[src/rtl/i2c_master_burst.sv]
// rtl/i2c_master_burst.sv - burst I2C master: START, address, 0..N data bytes, STOP per command
module i2c_master_burst #(
    parameter int DATA_WD = 8,
    parameter int ADDR_WD = 7,
    parameter int LEN_WD  = 4,
    parameter int CLK_DIV = 4
) (
    input  logic               clk,
    input  logic               rst_n,
    input  logic               start,
    input  logic               r_w,
    input  logic [ADDR_WD-1:0] addr,
    input  logic [LEN_WD-1:0]  len,
    input  logic [DATA_WD-1:0] wdata,
    output logic               wr_ready,
    output logic [DATA_WD-1:0] rdata,
    output logic               rdata_valid,
    output logic               busy,
    output logic               done,
    output logic               nack,
    output logic               scl,
    output logic               sda_oe,
    input  logic               sda_i
);
    localparam int QW = (CLK_DIV > 1) ? $clog2(CLK_DIV) : 1;
    localparam int BW = $clog2(ADDR_WD + DATA_WD + 2);

    typedef enum logic [3:0] {
        IDLE, START, ADDR, ADDR_ACK, WRITE, WR_ACK, READ, RD_ACK, STOP
    } state_t;

    state_t             state;
    logic [QW-1:0]      qdiv;
    logic [1:0]         quarter;
    logic [BW-1:0]      bit_cnt;
    logic [LEN_WD-1:0]  byte_cnt;
    logic               rw_q;
    logic               ack_n;
    logic [ADDR_WD:0]   frame;
    logic [DATA_WD-1:0] wsh;
    logic [DATA_WD-1:0] rsh;
    logic               q_end;
    logic               sample_now;

    // Quarter boundary and the SDA sampling point (first clk of Q3)
    always_comb begin
        q_end      = (qdiv == QW'(CLK_DIV - 1));
        sample_now = (qdiv == '0) && (quarter == 2'd3);
    end

    // Command sequencer: slot timing, line drive, byte shifting and handshakes
    always_ff @(posedge clk) begin
        if (!rst_n) begin
            state       <= IDLE;
            qdiv        <= '0;
            quarter     <= 2'd0;
            bit_cnt     <= '0;
            byte_cnt    <= '0;
            rw_q        <= 1'b0;
            ack_n       <= 1'b0;
            frame       <= '0;
            wsh         <= '0;
            rsh         <= '0;
            scl         <= 1'b1;
            sda_oe      <= 1'b0;
            busy        <= 1'b0;
            done        <= 1'b0;
            nack        <= 1'b0;
            wr_ready    <= 1'b0;
            rdata_valid <= 1'b0;
            rdata       <= '0;
        end else begin
            wr_ready    <= 1'b0;
            rdata_valid <= 1'b0;
            done        <= 1'b0;
            if (state == IDLE) begin
                // a start coinciding with the done pulse is dropped
                if (start && !done) begin
                    state    <= START;
                    busy     <= 1'b1;
                    frame    <= {addr, r_w};
                    rw_q     <= r_w;
                    byte_cnt <= len;
                    nack     <= 1'b0;
                    qdiv     <= '0;
                    quarter  <= 2'd0;
                    scl      <= 1'b1;
                    sda_oe   <= 1'b1;
                end
            end else begin
                if (sample_now) begin
                    ack_n <= sda_i;
                    if (state == READ)
                        rsh <= {rsh[DATA_WD-2:0], sda_i};
                end
                // wdata arrives in the wr_ready cycle, so the first bit goes out one clk into Q0
                if (state == WRITE && qdiv == '0 && quarter == 2'd0 && bit_cnt == '0) begin
                    sda_oe <= ~wdata[DATA_WD-1];
                    wsh    <= {wdata[DATA_WD-2:0], 1'b0};
                end
                if (q_end) begin
                    qdiv    <= '0;
                    quarter <= quarter + 2'd1;
                    if (quarter == 2'd0 && state == STOP)
                        scl <= 1'b1;
                    if (quarter == 2'd1) begin
                        if (state == START)
                            scl <= 1'b0;
                        else if (state == STOP)
                            sda_oe <= 1'b0;
                        else
                            scl <= 1'b1;
                    end
                    if (quarter == 2'd3) begin
                        scl <= 1'b0;
                        case (state)
                            START: begin
                                state   <= ADDR;
                                bit_cnt <= '0;
                                sda_oe  <= ~frame[ADDR_WD];
                                frame   <= {frame[ADDR_WD-1:0], 1'b0};
                            end
                            ADDR: begin
                                if (bit_cnt == BW'(ADDR_WD)) begin
                                    state  <= ADDR_ACK;
                                    sda_oe <= 1'b0;
                                end else begin
                                    bit_cnt <= bit_cnt + 1'b1;
                                    sda_oe  <= ~frame[ADDR_WD];
                                    frame   <= {frame[ADDR_WD-1:0], 1'b0};
                                end
                            end
                            ADDR_ACK: begin
                                bit_cnt <= '0;
                                if (ack_n || byte_cnt == '0) begin
                                    nack   <= nack | ack_n;
                                    state  <= STOP;
                                    sda_oe <= 1'b1;
                                end else if (rw_q) begin
                                    state <= READ;
                                end else begin
                                    state    <= WRITE;
                                    wr_ready <= 1'b1;
                                end
                            end
                            WRITE: begin
                                if (bit_cnt == BW'(DATA_WD - 1)) begin
                                    state  <= WR_ACK;
                                    sda_oe <= 1'b0;
                                end else begin
                                    bit_cnt <= bit_cnt + 1'b1;
                                    sda_oe  <= ~wsh[DATA_WD-1];
                                    wsh     <= {wsh[DATA_WD-2:0], 1'b0};
                                end
                            end
                            WR_ACK: begin
                                bit_cnt <= '0;
                                if (ack_n || byte_cnt == LEN_WD'(1)) begin
                                    nack   <= nack | ack_n;
                                    state  <= STOP;
                                    sda_oe <= 1'b1;
                                end else begin
                                    state    <= WRITE;
                                    wr_ready <= 1'b1;
                                end
                                if (!ack_n)
                                    byte_cnt <= byte_cnt - 1'b1;
                            end
                            READ: begin
                                if (bit_cnt == BW'(DATA_WD - 1)) begin
                                    state       <= RD_ACK;
                                    rdata       <= rsh;
                                    rdata_valid <= 1'b1;
                                    // ACK every byte but the last one
                                    sda_oe      <= (byte_cnt != LEN_WD'(1));
                                end else begin
                                    bit_cnt <= bit_cnt + 1'b1;
                                end
                            end
                            RD_ACK: begin
                                bit_cnt  <= '0;
                                byte_cnt <= byte_cnt - 1'b1;
                                if (byte_cnt == LEN_WD'(1)) begin
                                    state  <= STOP;
                                    sda_oe <= 1'b1;
                                end else begin
                                    state  <= READ;
                                    sda_oe <= 1'b0;
                                end
                            end
                            STOP: begin
                                scl   <= 1'b1;
                                state <= IDLE;
                                busy  <= 1'b0;
                                done  <= 1'b1;
                            end
                            default: state <= IDLE;
                        endcase
                    end
                end else begin
                    qdiv <= qdiv + 1'b1;
                end
            end
        end
    end
endmodule

[config.mk]
export PLATFORM = sky130hd
export DESIGN_NAME = i2c_master_burst
export DESIGN_NICKNAME = d
export VERILOG_FILES = /design/src/rtl/i2c_master_burst.sv
export SDC_FILE = /design/constraint.sdc
export NUM_CORES = 1
export LEC_CHECK = 0
export BUFFER_PORTS_ARGS = -buffer_cell sky130_fd_sc_hd__clkbuf_2
export CORE_UTILIZATION = 57
export DETAILED_ROUTE_END_ITERATION = 6
export HOLD_SLACK_MARGIN = 0.08
export PLACE_DENSITY = 0.79
export SLEW_MARGIN = 10
export SYNTH_ARGS = -nofsm -noshare
export SYNTH_HDL_FRONTEND = slang
export SYNTH_SLANG_ARGS = --single-unit
[constraint.sdc]
create_clock -name clk -period 2.4 [get_ports clk]
set_clock_uncertainty 0.1 [all_clocks]
set_input_delay 0.12 -clock clk [delete_from_list [all_inputs] [get_ports clk]]
set_output_delay 0.12 -clock clk [all_outputs]
set_load 0.02 [all_outputs]
==> metrics.md <==
| Metric | Value |
|---|---|
| IO Pins | `39` |
| Mapped Area | `between 2000 and 3000 µm²` |
| TritonCTS clock tree | `done` |
| Chip Width | `73.21 µm` |
| Critical Setup Path Class | `flop to flop` |
| Vias per cell | `5.740` |
| Routed wire per std cell | `14.96 µm` |
| Final worst-path cycle share | `93.90%` |
| Hold_sp | `len[0]` |
| Port bufs | `38` |
| Total power | `around 2500 µW` |
| Hold/Removal Path Class | `input port to flop` |
| Filler cells | `362` |
| Power Dens Cells | `689.6 nW/µm²` |
| Mux cell area share after synthesis | `under 10%` |
| Clock-pin slew on the worst setup and hold paths | `around 0.070 ns` |
| Post-Synthesis Cells | `336` |
| Placement Setup Slack | `0.3094 ns` |
| FMAX | `0.4437 GHz` |
| Post-synth EDFFs | `0` |
| GRT Util Overall | `28.61%` |
| Status | `finished clean` |
| Post-DP HPWL | `4598 µm` |
| Ys Warns | `0` |
| Mapped Avg Cell Area | `8.602 µm²` |
| Fin crit period | `2.254 ns` |
| Top FF cell, synth | `dfxtp_1` |
| Setup ws final | `0.1464 ns` |
| CP Launch Point | `qdiv[1]` |
| CP Max Fanout | `16` |
| MaxCap Viol Count | `0` |
| XOR/XNOR Fraction of Synth Area | `1.212%` |
| Crit path launch type | `flop` |
| Worst path arrival time | `2.38 ns` |
| Starting density of the core | `roughly 60%` |
| Antenna violations before repair | `0` |
| Max-slew violation count | `0` |
| Final setup fails | `0` |
| Routed wire length | `7078 µm` |
| Insertion delay to the later sink of the worst-skew pair | `0.34 ns` |
| Number of global-route vias before repair | `between 2000 and 2500` |
| Clock Path Buffers | `2` |
| Sequential area share after synthesis | `40.17%` |
| Die Y | `73.21 µm` |
| Die area | `5360 µm²` |
| P_leak | `0.001531 µW` |
| Syn nets | `369` |
| Req. time, crit path | `2.52 ns` |
| Max VDD drop | `0.0005448 V` |
| CTS sink cnt | `58` |
| Maximum number of pins on one net before global-route repair | `34` |
| Compound-cell area share of the yosys netlist | `15.28%` |
| Vias | `roughly 2700` |
| DRC viols | `0` |
| RSZ-0062 raised after global routing | `false` |
| Unique masters post-synth | `57` |
| Kind of end point of the critical path | `flop` |
| Share of cells above drive strength 1 | `between 10% and 20%` |
| Number of setup buffers added after CTS | `0` |
| First-pass iteration count of the detailed router | `5` |
| Final net count | `434` |
| Worst-margin pin slew | `0.6059 ns` |
| Clock Tree Root | `clkbuf_8` |
| Gp weighted congestion | `a little under 0.9` |
| First-pass GRT wire length | `between 10000 and 15000 µm` |
| Placed Area | `3183 µm²` |
| Async SR Flop Fraction | `0%` |
| Total grt overflow | `0` |
| Core area | `~4800 µm²` |
| Setup TNS | `0 ns` |
| Max_slew headroom | `59.55%` |
| Design area | `3578 µm²` |
| Htree depth | `3` |
| CTS buffer count | `9` |
| Largest family of logic cells by synthesized area | `simple AND/OR/NAND/NOR gates` |
| Remaining antenna violation count | `0` |
| Adder-cell share of the synthesized area | `~3.9%` |
| # diodes | `0` |
| Hold Fails Final Rpt | `0` |
| Number of placement rows | `25` |
| Simple-Gate Fraction of Synth Area | `around 25%` |
| Reg-to-reg startpoint | `qdiv[1]` |
| Area delta synth->final | `23.81%` |
| Seq cells post-synth | `between 50 and 60` |
| Number of DRC markers in iteration 0 | `roughly 210` |
| Fin Hold WS | `0.08416 ns` |
## layout make-up
| cell class | instances | area, µm² | area share [%] |
|---|---|---|---|
| Tap cell | 67 | 83.83 | 2.343 |
| Clock inverter | 5 | 53.80 | 1.503 |
| Sequential cell | 58 | 1161 | 32.45 |
| Timing Repair Buffer | 71 | 488.0 | 13.64 |
| Multi-Input combinational cell | 248 | 1602 | 44.76 |
| Inverter | 13 | 48.80 | 1.364 |
| Clock buffer | 11 | 141.4 | 3.951 |
## cells in the mapped netlist (7+ instances only)
cell | count | area share, %
a21oi_1 | 16 | 2.8
nand2_1 | 38 | 4.9
dfxtp_1 | 58 | 40
a311oi_1 | 7 | 2.1
a211oi_1 | 8 | 2.1
inv_1 | 12 | 1.6
nor2_1 | 55 | 7.1
ha_1 | 9 | 3.9
nand3_1 | 7 | 1.2
clkbuf_1 | 9 | 1.2
mux2i_1 | 28 | 9.7
o21ai_0 | 10 | 1.7
## routing by layer
layer  vias to the layer above  part of all wire [%]  global-route usage (%)  wire length (µm)
li1                       1319                     -                       -                 -
met1                      1270                    43                   35.10              3075
met2                       103                    48                   46.71              3374
met3                        23                   5.7                   6.630               400
met4                         0                   3.2                   14.81               228
met5                         -                     0                       0                 0
## sequential cells by signal, summed over array words and instances, names as in the netlist
register / cells
frame: 8
rdata: 8
rsh: 8
wsh: 8
bit_cnt: 5
byte_cnt: 4
state: 4
qdiv: 2
quarter: 2
ack_n: 1
busy: 1
done: 1
nack: 1
rdata_valid: 1
rw_q: 1
scl: 1
sda_oe: 1
wr_ready: 1
## metrics by stage
step                instances  utilization, %
floorplan                 336               -
global placement          437           66.51
detailed placement        437           66.51
CTS                       473           74.77
global route              473           74.77
finish                    473           74.77
## worst max-delay path, cell delays in order, from the launching register on
cell,delay [ns]
dfxtp_1,0.37
ha_1,0.27
nand2_1,0.21
mux2i_1,0.30
and4_1,0.25
buf_4,0.21
nor2_1,0.08
a311oi_1,0.35
## kinds of logic (layout without fill, tap and decap cells)
logic type,count (synthesis),count (layout)
AO/OA/AOI/OAI,63,63
XOR/XNOR,4,4
adder cells (fa/ha/maj),9,9
buffers and inverters,30,100
flip-flops,58,58
multiplexers,28,28
AND/OR/NAND/NOR,144,144
## placed cells by master (no fill, tap or decap), types with 4 or more instances in the layout
cell type      count
a211oi_1           8
a21oi_1           16
a311oi_1           7
buf_4             13
clkbuf_2          38
clkbuf_8          10
dfxtp_1           58
dlygate4sd3_1     20
ha_1               9
inv_1             12
mux2i_1           28
nand2_1           38
nand2b_1           6
nand3_1            7
nor2_1            55
nor2b_1            6
nor3_1             4
o21ai_0           10
## timing repair
item / CTS / global route
hold buffers: 20 / 0
hold endpoints to repair: 22 / 0
resized for setup: 0 / 0
## worst paths after layout
kind,to,slack (ns),cells past startpoint
min,byte_cnt[0],0.08,4
min reg2reg,frame[0],0.37,2
max reg2reg,frame[3],0.15,7
max,frame[3],0.15,7
## power breakdown
part           internal (µW)  total [µW]  switching, µW
logic                    209         503            294
registers               1020        1070           52.7
clock network            504         896            392
total                   1730        2470            738
Power figures use the tool's default switching activity.
